<file path="config.mk">
export PLATFORM = sky130hd
export DESIGN_NAME = timing_sequencer
export DESIGN_NICKNAME = d
export VERILOG_FILES = /design/src/rtl/timing_sequencer.sv
export SDC_FILE = /design/constraint.sdc
export NUM_CORES = 1
export LEC_CHECK = 0
export BUFFER_PORTS_ARGS = -buffer_cell sky130_fd_sc_hd__buf_2
export CAP_MARGIN = 20
export CORE_UTILIZATION = 49
export CTS_BUF_LIST = sky130_fd_sc_hd__clkbuf_16
export DETAILED_ROUTE_END_ITERATION = 8
export GPL_ROUTABILITY_DRIVEN = 1
export PLACE_DENSITY = 0.77
export REMOVE_ABC_BUFFERS = 1
export SYNTH_ARGS = -nofsm -noshare
export SYNTH_HDL_FRONTEND = slang
export SYNTH_SLANG_ARGS = --single-unit
</file>
<file path="constraint.sdc">
create_clock -name clk -period 1.6 [get_ports clk]
set_input_delay 0.08 -clock clk [delete_from_list [all_inputs] [get_ports clk]]
set_output_delay 0.08 -clock clk [all_outputs]
set_load 0.02 [all_outputs]
</file>
<file path="src/rtl/timing_sequencer.sv">
// timing_sequencer
//   Upstream stage of micro_control. Steps a 3-bit sequence counter through
//   T0..T7 while running, latches the opcode into IR at T2 and decodes it
//   one-hot. Each opcode ends at its own last T step (END_Qn).
//
//   Ports
//     clk         in   system clock, rising edge
//     rst_n       in   synchronous reset, active low
//     start       in   leave IDLE and begin sequencing
//     stall       in   freeze the sequence (memory wait)
//     halt_req    in   stop at the next instruction boundary
//     op_in[1:0]  in   opcode from the data bus, sampled at T2
//     t[7:0]      out  one-hot timing state, 0 in IDLE
//     q[3:0]      out  one-hot decode of IR
//     busy        out  1 while in RUN (this is the FSM state)
//     instr_done  out  1-cycle pulse after an instruction completes
//     instr_count out  completed-instruction count, wraps
//
//   Handshake: start, stall and halt_req are level inputs sampled on every
//   rising edge; there is no ready/acknowledge. All outputs are taken
//   straight from registers, so nothing combinational reaches them from the
//   inputs.
module timing_sequencer #(
   parameter int END_Q0 = 3,
   parameter int END_Q1 = 3,
   parameter int END_Q2 = 5,
   parameter int END_Q3 = 7,
   parameter int CNT_W  = 8
) (
   input  logic             clk,
   input  logic             rst_n,
   input  logic             start,
   input  logic             stall,
   input  logic             halt_req,
   input  logic [1:0]       op_in,
   output logic [7:0]       t,
   output logic [3:0]       q,
   output logic             busy,
   output logic             instr_done,
   output logic [CNT_W-1:0] instr_count
);

   typedef enum logic {IDLE = 1'b0, RUN = 1'b1} state_t;

   localparam logic [2:0] END0 = 3'(END_Q0);
   localparam logic [2:0] END1 = 3'(END_Q1);
   localparam logic [2:0] END2 = 3'(END_Q2);
   localparam logic [2:0] END3 = 3'(END_Q3);

   state_t           state, state_nxt;
   logic [2:0]       seq, seq_nxt;
   logic [1:0]       ir, ir_nxt;
   logic             halt_pend, halt_pend_nxt;
   logic             done_nxt;
   logic [CNT_W-1:0] cnt_nxt;
   logic [2:0]       end_step;

   // End detection uses the registered IR. Since every END is at least 3,
   // the opcode loaded at T2 is already in IR when it is first compared.
   always_comb begin
      end_step = END0;
      case (ir)
         2'd0: end_step = END0;
         2'd1: end_step = END1;
         2'd2: end_step = END2;
         2'd3: end_step = END3;
         default: end_step = END0;
      endcase
   end

   always_comb begin
      state_nxt     = state;
      seq_nxt       = seq;
      ir_nxt        = ir;
      halt_pend_nxt = halt_pend;
      done_nxt      = 1'b0;
      cnt_nxt       = instr_count;
      case (state)
         IDLE: begin
            // halt_req is ignored here, so start always wins.
            if (start) begin
               state_nxt = RUN;
               seq_nxt   = 3'd0;
            end
         end
         RUN: begin
            if (stall) begin
               // Frozen, but a halt request is still remembered.
               if (halt_req) halt_pend_nxt = 1'b1;
            end else begin
               if (seq == 3'd2) ir_nxt = op_in;
               if (seq == end_step) begin
                  // Completion also covers END=7: seq returns to 0 here,
                  // never by overflow.
                  seq_nxt  = 3'd0;
                  done_nxt = 1'b1;
                  cnt_nxt  = instr_count + 1'b1;
                  if (halt_req || halt_pend) begin
                     state_nxt     = IDLE;
                     halt_pend_nxt = 1'b0;
                  end
               end else begin
                  seq_nxt = seq + 3'd1;
                  if (halt_req) halt_pend_nxt = 1'b1;
               end
            end
         end
         default: state_nxt = IDLE;
      endcase
   end

   always_ff @(posedge clk) begin
      if (!rst_n) begin
         state       <= IDLE;
         seq         <= 3'd0;
         ir          <= 2'd0;
         halt_pend   <= 1'b0;
         instr_done  <= 1'b0;
         instr_count <= '0;
      end else begin
         state       <= state_nxt;
         seq         <= seq_nxt;
         ir          <= ir_nxt;
         halt_pend   <= halt_pend_nxt;
         instr_done  <= done_nxt;
         instr_count <= cnt_nxt;
      end
   end

   // t stays 0 in IDLE so no spurious T0 controls leak downstream.
   assign busy = (state == RUN);
   assign t    = busy ? (8'h01 << seq) : 8'h00;
   assign q    = 4'h1 << ir;

endmodule

</file>
### Yosys cells after proc, flatten, opt, wreduce, memory -nomap -nowiden

Index checks and enable logic that the tools add are counted.

* flip-flop bits (word level): 16
* input bits: 7
* output and inout port bits: 22

* add/subtract/negate cells: 2
* equality and inequality tests: 8
* shifts and indexed selects: 2
* multiplexer cells: 16
* bitwise logic cells: 3
* reduce and logical (&&, ||, !) cells: 8

Operators with widths (count)
* $mux 1: 9
* $mux 3: 3
* $pmux 3 s3: 1
* $add 8x1->8 const B: 1
* $mux 8: 1
* $shl 1x3->8 const A: 1
* $pmux 3 s2: 1
* $reduce_and 3->1: 2
* $eq 2x2->1 const B: 2
* $ne 2x2->1 const B: 2
* $reduce_and 2->1: 2
* $shl 1x2->4 const A: 1
* $add 3x1->3 const B: 1
* $eq 3x2->1 const B: 1
* $eq 3x3->1: 1
* $ne 3x2->1 const B: 1
* $not 1->1: 3
* $reduce_or 3->1: 1
* $eq 2x1->1 const B: 1
* $logic_not 2->1: 1
* $pmux 1 s2: 1
* $reduce_or 2->1: 1
* $logic_or 1x1->1: 1

### Longest topological paths before layout

Gate-level depths: netlist of run 1.

* depth in word-level cells: 7
* mapped depth: 5

### Worst setup path after synthesis of run 1

OpenSTA, ideal clock, no wires.

* kind: flip-flop to flip-flop
* from: reg state (netlist: busy)
* to: reg instr_count[6]
* data arrival time: 1.381 ns
* setup slack: 0.149 ns
* stages on the path, launching flop included: 5
* period minus slack after synthesis: 1.451 ns
* cells stage by stage: dfxtp_1 > nor2b_1 > nand3_1 > or4_1 > a21boi_1

* longest elaborated chain between the ends: 1

RTL lines
* start: declaration: line 50 `state_t state, state_nxt;`
* start signal: assignment: line 121 `state <= state_nxt;`
* $reduce_and 3->1 (no source line)
* end signal: assignment: line 126 `instr_count <= cnt_nxt;`
* end: declaration: line 40 `output logic [CNT_W-1:0] instr_count`

Every way passes these cells.
A chain may end at the register's enable or synchronous reset.

### Worst setup path after layout of run 1

* from: reg ir[1]
* to: reg instr_count[2]

* longest elaborated chain between the ends: 5
* elaborated cells between the ends (all ways): 8

RTL lines
* start: declaration: line 52 `logic [1:0] ir, ir_nxt;`
* start signal: assignment: line 123 `ir <= ir_nxt;`
* $eq 2x1->1 / $logic_not 2->1 (equally long branches): line 62 `case (ir)`
* $reduce_or 2->1 (no source line)
* $pmux 3 s3 (*): line 62
* $eq 3x3->1 (*): line 92 `if (seq == end_step) begin`
* $reduce_and 3->1 (no source line) (*)

Every way passes the cells marked *; elsewhere a longest branch is shown, timed or not. The select of a mux whose other input is x is not followed.

==> results.json, run 1 <==
{
  "fmax_ghz": 0.653,
  "clockRootBuffer": "clkbuf_16",
  "setup_viol": 0,
  "cts_tree": "done",
  "p_leak_nw": 0.553,
  "viasPerCell": 5.12,
  "totalWireLength_um": 1940,
  "grt_pass1_wl_um": 3070,
  "critPathKind": "register to register",
  "cts_made_buffers": 3,
  "rsz0062_at_grt": "no",
  "cts_sinks": 16,
  "hp-class": "input port to register",
  "cp.arrival_ns": 1.70,
  "dieArea_um2": 2060,
  "ys_types": 29,
  "worst_pin_slew_ns": 0.330,
  "clk_latency_ns": 0.24,
  "synthArstFlopShare": 0,
  "synth_adder_area_share": 0.0951,
  "synth_compound_area_frac": 0.0910,
  "grt_usage": 0.207,
  "fin_crit_ns": 1.53,
  "synth_top_area_frac": 0.348,
  "cap_violations": 0,
  "cts-resized-gates": 0,
  "clockBufferDepth": 2,
  "seq_power_share": 0.434,
  "fp.dieH_um": 45.4,
  "synth_top_family_by_area": "simple AND/OR/NAND/NOR gates",
  "slew_viol_final": 0,
  "synth-seq-cells": 16,
  "syn_inst": 106,
  "portBuffers": 28,
  "place_congestion": 0.754,
  "seq_area_frac_synth": 0.348,
  "min_period_over_period": 0.957,
  "internal_power_mw": 0.764,
  "drc": 0,
  "synth_edf_count": 0,
  "area.growth.synth_to_final_pct": 30.4,
  "core_area_um2": 1750,
  "drt-initial-drc-count": 27,
  "p_per_area_nw_per_um2": 789,
  "muxShareOfSynthArea": 0.0870,
  "synthFlopType": "dfxtp_1",
  "r2r_slack_ns": 0.07,
  "synthSimpleGateAreaFrac": 0.329,
  "pwr-share-comb": 0.076,
  "start_kind": "register",
  "max-vdd-ir-drop_mv": 0.599,
  "setup_tns_ns": 0,
  "fin_nets": 156,
  "slew_headroom": 0.780,
  "fin_ws_ns": 0.0693,
  "syn_area_per_cell_um2": 8.69,
  "cts.reportedPaths.clkPinSlew_ns": 0.05,
  "diodes": 0,
  "netSwitchingFraction": 0.195,
  "synthTopCellsByArea": "dfxtp_1 (35%), ha_1 (9.5%), mux2i_1 (8.7%), nor2b_1 (5.4%), and2_1 (4.8%)",
  "io_pins": 29,
  "antenna_found_initial": 0,
  "htree_levels": 1,
  "vias": 844,
  "cp_data_required_time_ns": 1.77,
  "crit_fanout": 7,
  "synth_xor_area_frac": 0.00951,
  "status": "complete, no violations",
  "die_x_um": 45.4,
  "layout_common_cells": "buf_2 (28), dfxtp_1 (16), nand2_1 (10)",
  "grt_overflow_total": 0,
  "drt_pass1_iterations": 4,
  "final_common_cell": "buf_2",
  "hold_viol": 0,
  "ant_nets": 0,
  "grt_pass1_vias": 753,
  "wl_per_cell_um": 11.7,
  "grt_max_degree": 23,
  "finClkSkew_ns": 0.000857,
  "rows": 15,
  "post_cts_buffers": 0,
  "cts_hold_buf": 0,
  "ys_warn_count": 0,
  "clkPwrFrac": 0.490,
  "yosys.area.top_type": "dfxtp_1",
  "start_util": 0.528,
  "drive_gt1_frac": 0.300,
  "dp_hpwl_um": 1420,
  "netlist_area_um2": 921,
  "crit_path_end_kind": "register",
  "dp_slack_ns": 0.0812,
  "p_sw_mw": 0.185
}
==> per-stage QoR <==
step / total power, mW / cells / util / hold slack [ns] / area [um^2]
CTS: 0.960 / 165 / 0.688 / 0.112 / 1200
detailed placement: 0.491 / 162 / 0.645 / 0.358 / 1130
finish: 0.948 / 165 / 0.688 / 0.110 / 1200
global placement: 0.488 / 162 / 0.645 / 0.348 / 1130
floorplan: 0.456 / 102 / - / 0.202 / 902
global route: 0.984 / 165 / 0.688 / 0.130 / 1200
==> registers in the layout (all words and copies together), names as in the netlist <==
name / cells
instr_done: 1
halt_pend: 1
seq: 3
busy: 1
instr_count: 8
ir: 2
==> power by group through the flow <==
stage,sequential [mW],clock [mW],combinational [mW]
after floorplan,0.422,0,0.0344
after global placement,0.418,0,0.0699
after detailed placement,0.419,0,0.0721
after CTS,0.411,0.476,0.0727
after global routing,0.412,0.492,0.0804
final,0.412,0.465,0.0720
==> cell type report <==
| class | instances | area [um^2] |
|---|---|---|
| fill | 144 | 544 |
| timing repair buffer | 35 | 193 |
| sequential | 16 | 320 |
| inverter | 5 | 18.8 |
| tap | 25 | 31.3 |
| multi-input combinational | 81 | 563 |
| clock buffer | 3 | 75.1 |
==> metal layers <==
metal	share of wire	global-route usage
met1	0.43	0.244
met3	0.026	0.0240
met4	0.0062	0.0909
met5	0	0
met2	0.53	0.371
==> cells in the mapped netlist, drive strengths merged, types with 2 or more instances <==
master	n
a21boi	2
a21oi	4
and2	7
and3	3
clkbuf	3
dfxtp	16
ha	7
inv	5
mux2i	8
nand2	10
nand2b	6
nand3	6
nor2	3
nor2b	8
nor3	2
nor4	2
o21ai	3
==> final timing paths <==
kind | from | to | cells after the start
setup reg to reg | ir[1] | instr_count[2] | 4
hold / removal | op_in[1] | ir[1] | 3
setup / recovery | ir[1] | instr_count[2] | 4
hold reg to reg | instr_count[7] | instr_count[7] | 2
==> worst max-delay path: stages, from the launching register on <==
cell,delay (ns)
dfxtp_1,0.35
o32a_1,0.43
buf_4,0.18
or3_1,0.34
a21boi_1,0.16
==> kinds of logic after synthesis <==
kind of cell,after synthesis
simple gates,52
xor+xnor,1
buf+inv,9
flops,16
fa+ha+maj,7
compound gates,13
mux,8
(Power assumes the default switching activity.)
==> inputs of run 2 (changes only) <==
--- a/config.mk
+++ b/config.mk
@@ -11,6 +11,7 @@
 export CTS_BUF_LIST = sky130_fd_sc_hd__clkbuf_16
 export DETAILED_ROUTE_END_ITERATION = 8
 export GPL_ROUTABILITY_DRIVEN = 1
+export HOLD_SLACK_MARGIN = 0.02
 export PLACE_DENSITY = 0.77
 export REMOVE_ABC_BUFFERS = 1
 export SYNTH_ARGS = -nofsm -noshare
==> constraint.sdc (replaced) <==
create_clock -name clk -period 1.7 [get_ports clk]
set_input_delay 0.17 -clock clk [delete_from_list [all_inputs] [get_ports clk]]
set_output_delay 0.17 -clock clk [all_outputs]
set_load 0.02 [all_outputs]
==> run 2 against run 1 <==
  * Total power shrank 5.6%
  * Combinational power down 2.9%
  * Non-clock buffer count decreased by 2
  * Critical path type unchanged
  * Critical path depth unchanged
  * Clock skew increased by 0.0010 ns
  * Die area unchanged
  * First-iteration DRC count is 37% lower
  * Flip-flop and latch count is the same
==> results.json, run 2 (synthesis results as in run 1) <==
{
  "cts_sinks": 16,
  "clk_latency_ns": 0.24,
  "hp-class": "input port to register",
  "largestRegisters": "instr_count x8, seq x3, ir x2",
  "slew_headroom": 0.785,
  "clkPwrFrac": 0.492,
  "nFillCells": 131,
  "cts_made_buffers": 3,
  "layout_common_cells": "buf_2 (28), dfxtp_1 (15), nand2_1 (10)",
  "portBuffers": 28,
  "cp.arrival_ns": 1.79,
  "pwr-share-comb": 0.078,
  "fin_crit_ns": 1.62,
  "grt_pass1_vias": 721,
  "drive_gt1_frac": 0.304,
  "rows": 15,
  "final_common_cell": "buf_2",
  "cts-resized-gates": 2,
  "critPathKind": "register to register",
  "fmax_ghz": 0.616,
  "worst_pin_slew_ns": 0.323,
  "p_leak_nw": 0.554,
  "grt_usage": 0.204,
  "wl_per_cell_um": 11.7,
  "clockBufferDepth": 2,
  "cpPeakStageDelay_ns": 0.52,
  "holdPathStages": 3,
  "fin_nets": 154,
  "worstRegToRegCells": 4,
  "totalWireLength_um": 1910,
  "setup_tns_ns": 0,
  "cp_cell_sequence": "nand3_1 -> o32a_4 -> or4_1 -> a21boi_1",
  "grt_pass1_wl_um": 2990,
  "cts.reportedPaths.clkPinSlew_ns": 0.05,
  "htree_levels": 1,
  "start_kind": "register",
  "fp.dieH_um": 45.4,
  "r2r_slack_ns": 0.08,
  "p_sw_mw": 0.176,
  "ant_nets": 0,
  "dp_hpwl_um": 1410,
  "final_cells": 163,
  "grt_overflow_total": 0,
  "internal_power_mw": 0.719,
  "drt_pass1_iterations": 4,
  "setup_viol": 0,
  "die_x_um": 45.4,
  "io_pins": 29,
  "status": "complete, no violations",
  "p_per_area_nw_per_um2": 746,
  "vias": 848,
  "post_cts_buffers": 0,
  "core_area_um2": 1750,
  "max-vdd-ir-drop_mv": 0.630,
  "grt_max_degree": 23,
  "r2r-end": "instr_count[6]",
  "diodes": 0,
  "start_util": 0.528,
  "cts_tree": "done",
  "finClkSkew_ns": 0.00190,
  "drt-initial-drc-count": 17,
  "top_register": "instr_count",
  "hold_viol": 0,
  "drc": 0,
  "largest_reg_flops": 8,
  "cap_violations": 0,
  "dpl.cell_count": 160,
  "r2r_start": "ir[1]",
  "cts_hold_buf": 0,
  "rsz0062_at_grt": "no",
  "crit_fanout": 9,
  "seq_power_share": 0.430,
  "place_congestion": 0.717,
  "worstHoldStart": "halt_req",
  "crit_path_end_kind": "register",
  "slew_viol_final": 0,
  "viasPerCell": 5.20,
  "antenna_found_initial": 0,
  "cp_data_required_time_ns": 1.87,
  "min_period_over_period": 0.954,
  "critical-path-slowest-cell": "or4_1",
  "area.growth.synth_to_final_pct": 30.3,
  "min_to": "busy",
  "netSwitchingFraction": 0.196,
  "clockRootBuffer": "clkbuf_16",
  "dieArea_um2": 2060
}
[run 2: changes by cell type in the layout (fill, tap and decap cells not counted)]
cell / delta
o32a_4: +1
o32a_1: -1
dfxtp_2: +1
buf_4: -2
dfxtp_1: -1
[run 2: power by group through the flow]
stage	combinational, mW	clock (mW)	sequential, mW
global route	0.0781	0.454	0.385
floorplan	0.0323	0	0.397
CTS	0.0704	0.442	0.385
global placement	0.0671	0	0.392
detailed placement	0.0703	0	0.392
finish	0.0699	0.440	0.385
[run 2: final cells by class]
cell class | instances | area [um^2] | area share
Multi-Input combinational cell | 81 | 576 | 0.480
Sequential cell | 16 | 322 | 0.268
Timing Repair Buffer | 33 | 178 | 0.148
Clock buffer | 3 | 75.1 | 0.0626
Tap cell | 25 | 31.3 | 0.0261
Inverter | 5 | 18.8 | 0.0156
[run 2: worst max-delay path, delay by kind of cell, from the launching register on]
family             cells  cell delay [ns]
DFF                    1             0.44
AOI/OAI and AO/OA      2             0.46
and+or+nand+nor        2             0.66
[run 2: through the flow]
step | utilization | hold WS [ns] | cell area, um^2 | power, mW | worst slack (ns)
floorplan | - | 0.292 | 902 | 0.429 | 0.124
global placement | 0.637 | 0.440 | 1110 | 0.459 | 0.0989
detailed placement | 0.637 | 0.454 | 1110 | 0.462 | 0.0333
CTS | 0.681 | 0.204 | 1190 | 0.897 | 0.0718
global route | 0.687 | 0.243 | 1200 | 0.918 | 0.00429
finish | 0.687 | 0.207 | 1200 | 0.895 | 0.0774
[run 2: worst max path at each step]
| stage | cells after the start | startpoint | slack, ns | endpoint |
|---|---|---|---|---|
| after global routing | 4 | ir[1] | 0.004 | instr_count[6] |
| after detailed placement | 4 | seq[1] | 0.03 | instr_count[6] |
| final | 4 | ir[1] | 0.08 | instr_count[6] |
| after floorplan | 4 | seq[1] | 0.12 | instr_count[6] |
| after global placement | 4 | seq[1] | 0.1 | instr_count[6] |
| after CTS | 4 | seq[1] | 0.07 | instr_count[6] |
[run 2: layer usage]
metal  GRT usage  vias to the layer above  part of all wire
met5           0                        -                 0
li1            -                      426                 -
met1       0.235                      388              0.44
met3      0.0440                        9             0.036
met4       0.115                        0             0.039
met2       0.345                       25              0.49
==> inputs of run 3 (changes only) <==
--- a/config.mk
+++ b/config.mk
@@ -12,6 +12,7 @@
 export DETAILED_ROUTE_END_ITERATION = 8
 export GPL_ROUTABILITY_DRIVEN = 1
 export HOLD_SLACK_MARGIN = 0.02
+export MAX_ROUTING_LAYER = met4
 export PLACE_DENSITY = 0.77
 export REMOVE_ABC_BUFFERS = 1
 export SYNTH_ARGS = -nofsm -noshare
==> constraint.sdc (replaced) <==
create_clock -name clk -period 1.8 [get_ports clk]
set_input_delay 0.18 -clock clk [delete_from_list [all_inputs] [get_ports clk]]
set_output_delay 0.18 -clock clk [all_outputs]
set_load 0.02 [all_outputs]
==> run 3 against run 2 <==
  * Cell count is 0.61% lower
  * Flip-flop and latch count stayed put
  * Sequential power is 5% lower
  * Routed wire length is 4.3% lower
  * Fmax is 4.1% lower
  * Final area is 2.1% lower
  * Sequential share of layout area is 0.46 points higher
  * Utilization is 1.4 points lower
  * Critical endpoint is now instr_count[2]
  * Via count is 4.0% lower
  * Clock skew is 0.0011 ns higher
  * First-iteration DRC count is 59% higher
  * Clock-buffer cell count stayed put
==> results.json, run 3 (synthesis results as in run 1) <==
{
  "htree_levels": 1,
  "rsz0062_at_grt": "no",
  "dieArea_um2": 2060,
  "cts_tree": "done",
  "ant_nets": 0,
  "setup_viol": 0,
  "critPathKind": "register to register",
  "grt_overflow_total": 0,
  "grt_max_degree": 23,
  "hp-class": "input port to register",
  "start_util": 0.528,
  "vias": 814,
  "largestRegisters": "instr_count x8, seq x3, ir x2",
  "cts_sinks": 16,
  "internal_power_mw": 0.681,
  "max-vdd-ir-drop_mv": 0.601,
  "hold_viol": 0,
  "diodes": 0,
  "p_leak_nw": 0.534,
  "p_sw_mw": 0.174,
  "cap_violations": 0,
  "worst_pin_slew_ns": 0.322,
  "cp_data_required_time_ns": 1.97,
  "top_register": "instr_count",
  "final_cells": 162,
  "slew_headroom": 0.785,
  "crit_fanout": 7,
  "layout_common_cells": "buf_2 (28), dfxtp_1 (16), nand2_1 (10)",
  "final_common_cell": "buf_2",
  "dpl.cell_count": 158,
  "crit_path_end_kind": "register",
  "cp.arrival_ns": 1.86,
  "post_cts_buffers": 0,
  "clockBufferDepth": 2,
  "p_per_area_nw_per_um2": 728,
  "min_period_over_period": 0.940,
  "start_kind": "register",
  "clkPwrFrac": 0.500,
  "fin_crit_ns": 1.69,
  "drt_pass1_iterations": 4,
  "cts-resized-gates": 0,
  "dp_hpwl_um": 1350,
  "fin_nets": 152,
  "area.growth.synth_to_final_pct": 27.6,
  "clk_latency_ns": 0.24,
  "rows": 15,
  "cts_hold_buf": 0,
  "seq_power_share": 0.429,
  "largest_reg_flops": 8,
  "io_pins": 29,
  "cts_made_buffers": 3,
  "drt-initial-drc-count": 27,
  "wl_per_cell_um": 11.3,
  "drive_gt1_frac": 0.277,
  "core_area_um2": 1750,
  "netSwitchingFraction": 0.204,
  "finClkSkew_ns": 0.00302,
  "drc": 0,
  "setup_tns_ns": 0,
  "cts.reportedPaths.clkPinSlew_ns": 0.05,
  "grt_usage": 0.202,
  "antenna_found_initial": 0,
  "fp.dieH_um": 45.4,
  "fmax_ghz": 0.591,
  "portBuffers": 28,
  "die_x_um": 45.4,
  "slew_viol_final": 0,
  "grt_pass1_vias": 676,
  "place_congestion": 0.702,
  "grt_pass1_wl_um": 2820,
  "clockRootBuffer": "clkbuf_16",
  "pwr-share-comb": 0.072,
  "totalWireLength_um": 1830,
  "status": "complete, no violations",
  "viasPerCell": 5.02
}
-- run 3: changes by cell type in the layout (fill, tap and decap cells not counted) --
cell	before	now
buf_4	5	3
clkinv_1	0	1
dfxtp_1	15	16
dfxtp_2	1	0
o32a_1	0	1
o32a_4	1	0
-- run 3: per-stage QoR --
| stage | setup slack (ns) | util | cell area [um^2] | hold WS (ns) | power [mW] |
|---|---|---|---|---|---|
| after floorplan | 0.224 | - | 902 | 0.302 | 0.406 |
| after global placement | 0.221 | 0.628 | 1100 | 0.441 | 0.431 |
| after detailed placement | 0.134 | 0.628 | 1100 | 0.454 | 0.433 |
| after CTS | 0.120 | 0.673 | 1170 | 0.206 | 0.861 |
| after global routing | 0.0291 | 0.673 | 1170 | 0.222 | 0.888 |
| final | 0.108 | 0.673 | 1170 | 0.201 | 0.855 |
-- run 3: final timing paths --
path,from,end,slack [ns],cells after the start
hold / removal,op_in[1],ir[1],0.20,3
setup / recovery,seq[0],instr_count[2],0.11,5
hold reg to reg,instr_count[7],instr_count[7],0.49,2
setup reg to reg,seq[0],instr_count[2],0.11,5
-- run 3: final cells by class --
| class | count | area (um^2) |
|---|---|---|
| tap | 25 | 31.3 |
| clock inverter | 1 | 3.75 |
| timing repair buffer | 31 | 163 |
| multi-input combinational | 81 | 563 |
| fill | 154 | 571 |
| sequential | 16 | 320 |
| inverter | 5 | 18.8 |
| clock buffer | 3 | 75.1 |
-- run 3: routing by layer --
layer  part of all wire  vias up  GRT usage  routed length (um)
met5                  0        -          -                   0
met4              0.029        0      0.127                  53
met3              0.047        8     0.0560                  86
met2               0.50       24      0.325                 905
met1               0.43      358      0.219                 784
li1                   -      424          -                   -
-- run 3: power groups by stage --
stage,clock (mW),sequential [mW],combinational (mW)
after detailed placement,0,0.373,0.0598
after global routing,0.453,0.367,0.0683
after global placement,0,0.373,0.0581
final,0.427,0.367,0.0613
after CTS,0.432,0.367,0.0618
after floorplan,0,0.375,0.0305
-- run 3: worst max-delay path, stage by stage, from the launching register on --
cell and delay, ns:
dfxtp_1 0.43, nand2_1 0.08, o32a_1 0.40, buf_4 0.20, or3_1 0.34, a21boi_1 0.16
